==> src/rtl/blk_cipher_ctrl_pkg.sv <==
// Shared types and constants for the receive-RAM -> block cipher -> transmit-RAM
// controller.
package blk_cipher_ctrl_pkg;

  localparam int DEF_ADDR_W   = 10;
  localparam int NIB_PER_WORD = 16;
  localparam int NIB_W        = 4;
  localparam int WORD_W       = NIB_PER_WORD * NIB_W;
  localparam int CNT_W        = 5;

  typedef enum logic [2:0] {
    ST_IDLE  = 3'd0,
    ST_LOAD  = 3'd1,
    ST_START = 3'd2,
    ST_WAIT  = 3'd3,
    ST_STORE = 3'd4,
    ST_DONE  = 3'd5
  } state_e;

  // Number of 64-bit cipher words held in a RAM of 2**addr_w nibbles.
  function automatic int words_per_block(input int addr_w);
    return 2 ** (addr_w - $clog2(NIB_PER_WORD));
  endfunction

endpackage

==> src/rtl/blk_cipher_ctrl_if.sv <==
// Control, RAM and cipher-core signals of blk_cipher_ctrl; master is the
// controller side, slave the surrounding driver / RAMs / cipher core.
interface blk_cipher_ctrl_if
  import blk_cipher_ctrl_pkg::*;
#(
  parameter int ADDR_W = DEF_ADDR_W
);

  logic              istart;
  logic              obusy;
  logic              odone;

  logic [ADDR_W-1:0] oraddr;
  logic [NIB_W-1:0]  irdata;

  logic [ADDR_W-1:0] owaddr;
  logic [NIB_W-1:0]  owdata;
  logic              owen;

  logic              ocipher_start;
  logic [WORD_W-1:0] ocipher_data;
  logic              icipher_done;
  logic [WORD_W-1:0] icipher_data;

  modport master (
    input  istart,
    input  irdata,
    input  icipher_done,
    input  icipher_data,
    output obusy,
    output odone,
    output oraddr,
    output owaddr,
    output owdata,
    output owen,
    output ocipher_start,
    output ocipher_data
  );

  modport slave (
    output istart,
    output irdata,
    output icipher_done,
    output icipher_data,
    input  obusy,
    input  odone,
    input  oraddr,
    input  owaddr,
    input  owdata,
    input  owen,
    input  ocipher_start,
    input  ocipher_data
  );

endinterface

==> src/rtl/blk_cipher_ctrl_nib_pack64.sv <==
// 64-bit nibble packer (MSB nibble first) and result-register nibble extractor.
// Both expose their next-cycle value so the caller can register outputs in step.
module nib_pack64
  import blk_cipher_ctrl_pkg::*;
(
  input  logic              iclk,
  input  logic              irst,
  input  logic              shift_en,
  input  logic [NIB_W-1:0]  din,
  output logic [WORD_W-1:0] pack_next,
  input  logic              res_load,
  input  logic [WORD_W-1:0] res_in,
  input  logic [3:0]        idx,
  output logic [NIB_W-1:0]  nib_next
);

  logic [WORD_W-1:0] pack_reg;
  logic [WORD_W-1:0] res_reg;
  logic [WORD_W-1:0] res_next;
  logic [NIB_W-1:0]  nib_arr [NIB_PER_WORD];

  assign pack_next = shift_en ? {pack_reg[WORD_W-NIB_W-1:0], din} : pack_reg;
  assign res_next  = res_load ? res_in : res_reg;

  always_ff @(posedge iclk) begin
    if (irst) begin
      pack_reg <= '0;
      res_reg  <= '0;
    end else begin
      pack_reg <= pack_next;
      res_reg  <= res_next;
    end
  end

  // Index 0 selects the most significant nibble.
  generate
    for (genvar gi = 0; gi < NIB_PER_WORD; gi++) begin : g_nib
      assign nib_arr[gi] = res_next[WORD_W-1-NIB_W*gi -: NIB_W];
    end
  endgenerate

  assign nib_next = nib_arr[idx];

endmodule

==> src/rtl/blk_cipher_ctrl.sv <==
// Reads a received block nibble by nibble, ciphers it one 64-bit word at a time
// and writes the result into the transmit RAM, then pulses odone.
module blk_cipher_ctrl
  import blk_cipher_ctrl_pkg::*;
#(
  parameter int ADDR_W = DEF_ADDR_W
)(
  input  logic              iclk,
  input  logic              irst,
  blk_cipher_ctrl_if.master bus
);

  localparam int                BLK_W      = ADDR_W - $clog2(NIB_PER_WORD);
  localparam int                NBLK       = words_per_block(ADDR_W);
  localparam logic [BLK_W-1:0]  BLK_LAST   = BLK_W'(NBLK - 1);
  localparam logic [CNT_W-1:0]  N_LOAD_END = CNT_W'(NIB_PER_WORD);
  localparam logic [CNT_W-1:0]  N_NIB_LAST = CNT_W'(NIB_PER_WORD - 1);

  state_e             state_reg, state_next;
  logic [CNT_W-1:0]   n_reg, n_next;
  logic [BLK_W-1:0]   blk_reg, blk_next;

  logic               obusy_reg, obusy_next;
  logic               odone_reg, odone_next;
  logic [ADDR_W-1:0]  oraddr_reg, oraddr_next;
  logic [ADDR_W-1:0]  owaddr_reg, owaddr_next;
  logic [NIB_W-1:0]   owdata_reg, owdata_next;
  logic               owen_reg, owen_next;
  logic               cstart_reg, cstart_next;
  logic [WORD_W-1:0]  cdata_reg, cdata_next;

  logic               shift_en;
  logic               res_load;
  logic [WORD_W-1:0]  pack_next;
  logic [NIB_W-1:0]   nib_next;

  // Read data lags the address by one cycle, so LOAD n shifts in nibble n-1.
  assign shift_en = (state_reg == ST_LOAD) && (n_reg != '0);
  assign res_load = (state_reg == ST_WAIT) && bus.icipher_done;

  nib_pack64 u_pack (
    .iclk      (iclk),
    .irst      (irst),
    .shift_en  (shift_en),
    .din       (bus.irdata),
    .pack_next (pack_next),
    .res_load  (res_load),
    .res_in    (bus.icipher_data),
    .idx       (n_next[3:0]),
    .nib_next  (nib_next)
  );

  always_ff @(posedge iclk) begin
    if (irst) begin
      state_reg  <= ST_IDLE;
      n_reg      <= '0;
      blk_reg    <= '0;
      obusy_reg  <= 1'b0;
      odone_reg  <= 1'b0;
      oraddr_reg <= '0;
      owaddr_reg <= '0;
      owdata_reg <= '0;
      owen_reg   <= 1'b0;
      cstart_reg <= 1'b0;
      cdata_reg  <= '0;
    end else begin
      state_reg  <= state_next;
      n_reg      <= n_next;
      blk_reg    <= blk_next;
      obusy_reg  <= obusy_next;
      odone_reg  <= odone_next;
      oraddr_reg <= oraddr_next;
      owaddr_reg <= owaddr_next;
      owdata_reg <= owdata_next;
      owen_reg   <= owen_next;
      cstart_reg <= cstart_next;
      cdata_reg  <= cdata_next;
    end
  end

  always_comb begin
    state_next = state_reg;
    n_next     = n_reg;
    blk_next   = blk_reg;
    case (state_reg)
      ST_IDLE: begin
        if (bus.istart) begin
          state_next = ST_LOAD;
          n_next     = '0;
          blk_next   = '0;
        end
      end
      ST_LOAD: begin
        if (n_reg == N_LOAD_END) begin
          state_next = ST_START;
          n_next     = '0;
        end else begin
          n_next = n_reg + 1'b1;
        end
      end
      ST_START: begin
        state_next = ST_WAIT;
      end
      ST_WAIT: begin
        if (bus.icipher_done) begin
          state_next = ST_STORE;
          n_next     = '0;
        end
      end
      ST_STORE: begin
        if (n_reg == N_NIB_LAST) begin
          n_next = '0;
          if (blk_reg == BLK_LAST) begin
            state_next = ST_DONE;
          end else begin
            state_next = ST_LOAD;
            blk_next   = blk_reg + 1'b1;
          end
        end else begin
          n_next = n_reg + 1'b1;
        end
      end
      ST_DONE: begin
        state_next = ST_IDLE;
      end
      default: begin
        state_next = ST_IDLE;
        n_next     = '0;
        blk_next   = '0;
      end
    endcase
  end

  // Outputs are computed from the next state so that, once registered, they
  // line up with the state they belong to.
  always_comb begin
    obusy_next  = (state_next != ST_IDLE);
    odone_next  = (state_next == ST_DONE);
    cstart_next = (state_next == ST_START);
    owen_next   = (state_next == ST_STORE);
    cdata_next  = cdata_reg;
    oraddr_next = oraddr_reg;
    owaddr_next = owaddr_reg;
    owdata_next = owdata_reg;
    if (state_next == ST_START) begin
      cdata_next = pack_next;
    end
    if ((state_next == ST_LOAD) && (n_next != N_LOAD_END)) begin
      oraddr_next = {blk_next, n_next[3:0]};
    end
    if (state_next == ST_STORE) begin
      owaddr_next = {blk_next, n_next[3:0]};
      owdata_next = nib_next;
    end
  end

  assign bus.obusy         = obusy_reg;
  assign bus.odone         = odone_reg;
  assign bus.oraddr        = oraddr_reg;
  assign bus.owaddr        = owaddr_reg;
  assign bus.owdata        = owdata_reg;
  assign bus.owen          = owen_reg;
  assign bus.ocipher_start = cstart_reg;
  assign bus.ocipher_data  = cdata_reg;

endmodule

==> src/flat_wrapper.sv <==
// flat-port wrapper written by rule: the top's interface ports become plain ports
module blk_cipher_ctrl_flat import blk_cipher_ctrl_pkg::*;
#(
  parameter int ADDR_W = DEF_ADDR_W
)
  (iclk, irst, bus_istart, bus_irdata, bus_icipher_done, bus_icipher_data, bus_obusy, bus_odone, bus_oraddr, bus_owaddr, bus_owdata, bus_owen, bus_ocipher_start, bus_ocipher_data);
  blk_cipher_ctrl_if #(.ADDR_W(ADDR_W)) bus_i ();
  input  logic iclk;
  input  logic irst;
  input wire logic [$bits(bus_i.istart)-1:0] bus_istart;
  input wire logic [$bits(bus_i.irdata)-1:0] bus_irdata;
  input wire logic [$bits(bus_i.icipher_done)-1:0] bus_icipher_done;
  input wire logic [$bits(bus_i.icipher_data)-1:0] bus_icipher_data;
  output wire logic [$bits(bus_i.obusy)-1:0] bus_obusy;
  output wire logic [$bits(bus_i.odone)-1:0] bus_odone;
  output wire logic [$bits(bus_i.oraddr)-1:0] bus_oraddr;
  output wire logic [$bits(bus_i.owaddr)-1:0] bus_owaddr;
  output wire logic [$bits(bus_i.owdata)-1:0] bus_owdata;
  output wire logic [$bits(bus_i.owen)-1:0] bus_owen;
  output wire logic [$bits(bus_i.ocipher_start)-1:0] bus_ocipher_start;
  output wire logic [$bits(bus_i.ocipher_data)-1:0] bus_ocipher_data;
  assign bus_i.istart = bus_istart;
  assign bus_i.irdata = bus_irdata;
  assign bus_i.icipher_done = bus_icipher_done;
  assign bus_i.icipher_data = bus_icipher_data;
  assign bus_obusy = bus_i.obusy;
  assign bus_odone = bus_i.odone;
  assign bus_oraddr = bus_i.oraddr;
  assign bus_owaddr = bus_i.owaddr;
  assign bus_owdata = bus_i.owdata;
  assign bus_owen = bus_i.owen;
  assign bus_ocipher_start = bus_i.ocipher_start;
  assign bus_ocipher_data = bus_i.ocipher_data;
  blk_cipher_ctrl #(.ADDR_W(ADDR_W)) u_core (.iclk(iclk), .irst(irst), .bus(bus_i));
endmodule
==> config.mk <==
export PLATFORM = sky130hd
export DESIGN_NAME = blk_cipher_ctrl_flat
export DESIGN_NICKNAME = d
export VERILOG_FILES = /design/src/rtl/blk_cipher_ctrl_pkg.sv /design/src/rtl/blk_cipher_ctrl_if.sv /design/src/rtl/blk_cipher_ctrl_nib_pack64.sv /design/src/rtl/blk_cipher_ctrl.sv /design/src/flat_wrapper.sv
export SDC_FILE = /design/constraint.sdc
export NUM_CORES = 1
export LEC_CHECK = 0
export CAP_MARGIN = 5
export CORE_ASPECT_RATIO = 0.7
export CORE_MARGIN = 5
export CORE_UTILIZATION = 51
export CTS_BUF_LIST = sky130_fd_sc_hd__clkbuf_8 sky130_fd_sc_hd__clkbuf_16
export DETAILED_ROUTE_END_ITERATION = 10
export HOLD_SLACK_MARGIN = 0.08
export PLACE_DENSITY = 0.77
export RECOVER_POWER = 25
export SYNTH_ARGS = -nofsm -noshare
export SYNTH_HDL_FRONTEND = slang
export SYNTH_HIERARCHICAL = 1
export SYNTH_SLANG_ARGS = --single-unit
==> constraint.sdc <==
create_clock -name iclk -period 4.19 [get_ports iclk]
set_input_delay 0.838 -clock iclk [delete_from_list [all_inputs] [get_ports iclk]]
set_output_delay 0.838 -clock iclk [all_outputs]
set_load 0.05 [all_outputs]
==> results of run 1 <==
worst register-to-register path: cells and delay by family (launching register included):
kind / cells / cell delay (ns)
AOI/OAI and AO/OA: 2 / 0.66
buffers and inverters: 1 / 0.25
muxes: 4 / 1.40
and+or+nand+nor: 2 / 0.56
DFF: 1 / 0.63
power by group:
part / total, mW / internal [mW] / leakage (nW) / switching [mW]
sequential: 2.23 / 2.23 / 1.88 / 0.00304
clock: 1.87 / 1.07 / 0.364 / 0.804
combinational: 0.289 / 0.142 / 2.18 / 0.146
layout make-up:
cell class,instances,share of cell area
flip-flops and latches,234,0.380
clock buffers,25,0.0480
inverters,6,0.00183
repair buffers,179,0.145
clock inverters,12,0.00701
multi-input cells,653,0.393
well taps,242,0.0246
per-layer routing:
layer / GRT usage / routed length [microns] / vias up
li1: - / - / 3563
met1: 0.316 / 11700 / 3504
met2: 0.301 / 10100 / 208
met3: 0.0650 / 1930 / 21
met4: 0.0298 / 267 / 0
met5: 0 / 0 / -
metrics by stage:
step / power (mW) / area (sq um)
6_report: 4.39 / 12300
5_1_grt: 4.54 / 12300
4_1_cts: 4.43 / 12300
3_5_place_dp: 2.57 / 11700
3_3_place_gp: 2.57 / 11700
2_1_floorplan: 2.44 / 9820
cell usage in the layout, fill, tap and decap left out, types with 5 or more instances in the layout:
| cell | instances |
|---|---|
| nor2_1 | 102 |
| a21oi_1 | 75 |
| mux4_2 | 40 |
| nand2_1 | 139 |
| nor2b_1 | 74 |
| buf_4 | 13 |
| inv_1 | 14 |
| dfxtp_1 | 234 |
| ha_1 | 5 |
| nand2b_1 | 9 |
| clkbuf_16 | 22 |
| o21ai_0 | 5 |
| mux2i_1 | 82 |
| clkdlybuf4s50_1 | 160 |
| mux2_2 | 65 |
worst max-delay path by stage:
stage               slack (ns)                start                    to  cells past startpoint
floorplan                 0.77      u_core/n_reg[0]  u_core/bus.owdata[0]                     13
global placement          0.41           bus_istart  u_core/bus.owdata[3]                     10
detailed placement        0.37     bus_icipher_done  u_core/bus.owdata[3]                     10
CTS                       0.53      u_core/n_reg[0]  u_core/bus.owdata[3]                     11
global route              0.31  u_core/state_reg[2]  u_core/bus.owdata[1]                      9
finish                    0.53  u_core/state_reg[2]  u_core/bus.owdata[3]                      9
cells by family (layout without fill, tap and decap cells):
family / after synthesis / count (layout) / synth area share
AND/OR/NAND/NOR: 348 / 348 / 0.163
flip-flops: 234 / 234 / 0.477
multiplexers: 190 / 190 / 0.253
AO/OA/AOI/OAI: 110 / 110 / 0.0662
buffers and inverters: 77 / 222 / 0.0345
adder cells (fa/ha/maj): 5 / 5 / 0.00637
==> reports/summary.txt, run 1 <==
global-route wire length before repair: 38000 microns
initial antenna violation count: 0
gr usage total: 0.209
initial DRC count: 576
CTS clk-pin slew, worst paths: 0.06 ns
fraction of registers with async set/reset: 0
Critical path buffers and inverters: 1
commonest register cell after synthesis: dfxtp_1
share of the synthesized area in the top cell type: 0.477
worst hold slack: 0.454 ns
post-layout min period: 3.66 ns
DR WL/cell: 17.8 microns
Core ar.: 18900 sq um
Worst Hold End: u_core/bus.ocipher_data[37]
placed wire-length estimate: 17000 microns
EDFF count, synth: 0
Detailed Route WL: 24000 microns
library cells used by synthesis: 50
slowest stage delay, CP: 0.63 ns
area occupied by multi-input gates: 4840 sq um
Final Net Count: 1173
H-tree level count: 1
standard-cell rows: 42
DR vias: 7296
critical path cell sequence: or3b_1, o22ai_2, o2bb2ai_4, buf_12, mux4_2, mux4_2, mux2_2, mux2i_1, nor2_1
Die Span X: 176 microns
required time worst endpoint: 4.53 ns
IO Pins: 164
pwr dens: 356 nW/um^2
Crit Reg-Reg Startpoint: u_core/state_reg[2]
Commonest cells post-synth: 234 x dfxtp_1, 139 x nand2_1, 102 x nor2_1
Lkg Pwr: 4.43 nW
Clock Skew: 0.0174 ns
yosys warns: 6
Synth area leader: dfxtp_1
Fmax achieved: 273 MHz
# Max-Cap Violations: 0
Slowest-stage cell, CP: dfxtp_1
top-count cell post-synth: dfxtp_1
CTS Sinks: 234
Crit. End Element: flop
startpoint types: flop
Layout Cells excl Fill: 1351
Yosys reg bits: 234
largest net degree at the start of global routing: 127
clk_lat worst skew: 0.50 ns
Initial Util: 0.519
Place WS: 0.374 ns
CP top delay family: multiplexers
Worst-Margin Slew: 1.35 ns
Crit Path Category: reg -> reg
Filler cells: 1477
Final ANT Viol Nets: 0
worst setup slack for register-to-register paths: 0.53 ns
Top cell by count, worst path: mux4_2
layout cells sized above 1: 0.145
synth top area cells: dfxtp_1 48%, mux4_2 9.2%, mux2i_1 8.4%
area delta synth->final: 25.4%
setup violators final: 0
worst hold path type: reg -> reg
gpl congestion: 0.980
Final Hold Viols: 0
Reg area: 4680 sq um
Setup WS post-layout: 0.531 ns
vias in the first global route: 6969
die area: 22200 sq um
reg-to-reg endpoint: u_core/bus.owdata[3]
setup TNS: 0 ns
post-CTS resize count: 0
CTS Buf Count: 22
clock buffer depth: 3
Antenna diodes: 0
Hold Path Stages: 2
Util after Layout: 0.651
Via density: 5.40
port bufs: 163
clock root buffer: clkbuf_16
syn_area_per_cell: 10.2 sq um
RSZ-0062 raised after global routing: false
global route total overflow: 0
Synth Instances: 964
CTS tree: done
Worst VDD drop: 0.237 mV
Slew headroom: 0.102
placed cells: 1314
fin crit share: 0.873
router iterations before antenna repair: 5
Post-Syn Area: 9820 sq um
DRC: 0
Reg2Reg Depth: 9
Mapped Nets: 1041
Seq/Total Area, Yosys: 0.477
WP data arrival: 4.00 ns
die height: 126 microns
critical path fanouts, max: 23
outcome: finished, final reports clean
Slew Viols, Final: 0
hold path startpoint: u_core/bus.ocipher_data[37]
post-CTS setup buffers: 0
Post-CTS Hold Buffers: 0
(Power assumes the default switching activity.)
==> inputs of run 2 (changes only) <==
--- a/config.mk
+++ b/config.mk
@@ -6,7 +6,7 @@
 export NUM_CORES = 1
 export LEC_CHECK = 0
 export CAP_MARGIN = 5
-export CORE_ASPECT_RATIO = 0.7
+export CORE_ASPECT_RATIO = 1.25
 export CORE_MARGIN = 5
 export CORE_UTILIZATION = 51
 export CTS_BUF_LIST = sky130_fd_sc_hd__clkbuf_8 sky130_fd_sc_hd__clkbuf_16
==> constraint.sdc (replaced) <==
create_clock -name iclk -period 3.95 [get_ports iclk]
set_input_delay 0.79 -clock iclk [delete_from_list [all_inputs] [get_ports iclk]]
set_output_delay 0.79 -clock iclk [all_outputs]
set_load 0.05 [all_outputs]
==> run 2 against run 1 <==
  * The run now ends with capacitance limit, slew limit left
  * Setup slack worse by 0.16 ns
  * First-iteration DRC count is 35% lower
  * Core utilization is 0.49 points higher
  * Wire length is 7.6% lower
  * Critical path type unchanged
  * Clock skew is 0.0084 ns lower
  * Count of clock-buffer cells in the layout is 6 higher
==> reports/summary.txt, run 2 (synthesis gave the netlist of run 1 again) <==
Slowest-stage cell, CP: mux4_2
CP top delay family: multiplexers
clock root buffer: clkbuf_16
sequential power share: 0.499
critical path fanouts, max: 14
slowest stage delay, CP: 0.48 ns
clock buffer depth: 3
port bufs: 163
CTS Sinks: 234
setup violators final: 0
Filler cells: 1476
Initial Util: 0.521
clk_lat worst skew: 0.50 ns
layout cells sized above 1: 0.156
Placed Instance Area: 11700 sq um
Final Cell Area: 12400 sq um
Fmax achieved: 279 MHz
Lkg Pwr: 4.45 nW
Crit Path Category: reg -> reg
CTS tree: done
switch share: 0.215
CTS Buf Count: 23
total power: 4.75 mW
placed wire-length estimate: 15400 microns
failing checks: capacitance limit, slew limit
internal cell power: 3.73 mW
post-CTS resize count: 0
Util after Layout: 0.656
Final Net Count: 1175
Antenna diodes: 0
Worst-Margin Slew: 2.26 ns
CTS clk-pin slew, worst paths: 0.06 ns
DR WL/cell: 16.5 microns
Final Hold Viols: 0
die height: 165 microns
initial antenna violation count: 0
Via density: 5.40
DRC: 0
WP data arrival: 3.87 ns
post-layout min period: 3.58 ns
Core ar.: 18800 sq um
gpl congestion: 0.919
Die Span X: 134 microns
area delta synth->final: 25.9%
most frequent cells in the layout: 234 x dfxtp_1, 158 x clkdlybuf4s50_1, 139 x nand2_1
worst hold path type: reg -> reg
most common cell after layout, fill and taps aside: dfxtp_1
die area: 22200 sq um
required time worst endpoint: 4.24 ns
combinational group share of total power: 0.062
vias in the first global route: 7288
IO Pins: 164
Final ANT Viol Nets: 0
gr usage total: 0.197
Slew Viols, Final: 114
global-route wire length before repair: 36100 microns
outcome: finished with violations
initial DRC count: 374
RSZ-0062 raised after global routing: false
clock network power share: 0.439
fin crit share: 0.906
global route total overflow: 0
Worst VDD drop: 0.297 mV
Clock Skew: 0.00904 ns
# Max-Cap Violations: 1
standard-cell rows: 56
post-CTS setup buffers: 0
sw power: 1.02 mW
DR vias: 7271
Post-CTS Hold Buffers: 0
critical path cell sequence: ha_1, and3_1, ha_1, o22ai_2, buf_4, o2bb2ai_4, buf_4, mux4_2, mux4_2, mux2_2, mux2i_1, nor2_1
router iterations before antenna repair: 4
worst hold slack: 0.452 ns
largest net degree at the start of global routing: 115
setup TNS: 0 ns
startpoint types: flop
Critical path buffers and inverters: 2
Reg area: 4680 sq um
Slew headroom: -0.506
Detailed Route WL: 22200 microns
Crit. End Element: flop
area occupied by multi-input gates: 4850 sq um
pwr dens: 384 nW/um^2
H-tree level count: 1
-- run 2: changes by cell type in the layout (fill, tap and decap cells not counted), moves of 2 or more --
cell             before  now
clkinv_2              2    6
clkbuf_8              3    8
clkbuf_1              0    2
buf_4                13   11
mux2_1                3    0
inv_1                14    9
mux2_2               65   68
dlygate4sd3_1         2    4
clkdlybuf4s50_1     160  158
clkbuf_2              0    2
-- run 2: worst paths after layout --
check | from | end | slack (ns) | cells after the start
setup / recovery | u_core/n_reg[0] | u_core/bus.owdata[2] | 0.37 | 12
hold / removal | u_core/bus.ocipher_data[20] | u_core/bus.ocipher_data[20] | 0.45 | 2
setup reg to reg | u_core/n_reg[0] | u_core/bus.owdata[2] | 0.37 | 12
hold reg to reg | u_core/bus.ocipher_data[20] | u_core/bus.ocipher_data[20] | 0.45 | 2
-- run 2: worst register-to-register path, delay by kind of cell (launching register included) --
kind | cells | cell delay [ns]
and+or+nand+nor | 2 | 0.26
DFF | 1 | 0.35
muxes | 4 | 1.22
adders and majority gates | 2 | 0.52
AOI/OAI and AO/OA | 2 | 0.54
buffers and inverters | 2 | 0.50
-- run 2: per-layer routing --
layer  track usage  vias up  share of wire
li1              -     3580              -
met1         0.248     3438           0.42
met2         0.344      198           0.49
met3        0.0336       55          0.055
met4        0.0685        0          0.032
met5             0        -              0
-- run 2: power groups by stage --
stage | clock (mW) | combinational (mW) | sequential, mW
after floorplan | 0 | 0.165 | 2.43
after global placement | 0 | 0.295 | 2.42
after detailed placement | 0 | 0.298 | 2.42
after CTS | 2.13 | 0.299 | 2.37
after global routing | 2.23 | 0.317 | 2.37
final | 2.08 | 0.296 | 2.37
-- run 2: cell type report --
cell class                 instances  share of cell area
inverter                           6             0.00182
multi-input combinational        653               0.392
sequential                       234               0.379
clock inverter                    10             0.00405
timing repair buffer             180               0.144
tap                              232              0.0235
clock buffer                      31              0.0554
-- run 2: metrics by stage --
step	cells	setup slack, ns
after floorplan	964	0.534
after global placement	1305	0.225
after detailed placement	1305	0.102
after CTS	1346	0.417
after global routing	1346	0.134
final	1346	0.371
==> inputs of run 3 (changes only) <==
--- a/config.mk
+++ b/config.mk
@@ -18,3 +18,4 @@
 export SYNTH_HDL_FRONTEND = slang
 export SYNTH_HIERARCHICAL = 1
 export SYNTH_SLANG_ARGS = --single-unit
+export TNS_END_PERCENT = 100
==> results of run 3 <==
Same layout as run 2: the final DEF is identical, and so are final timing and power.
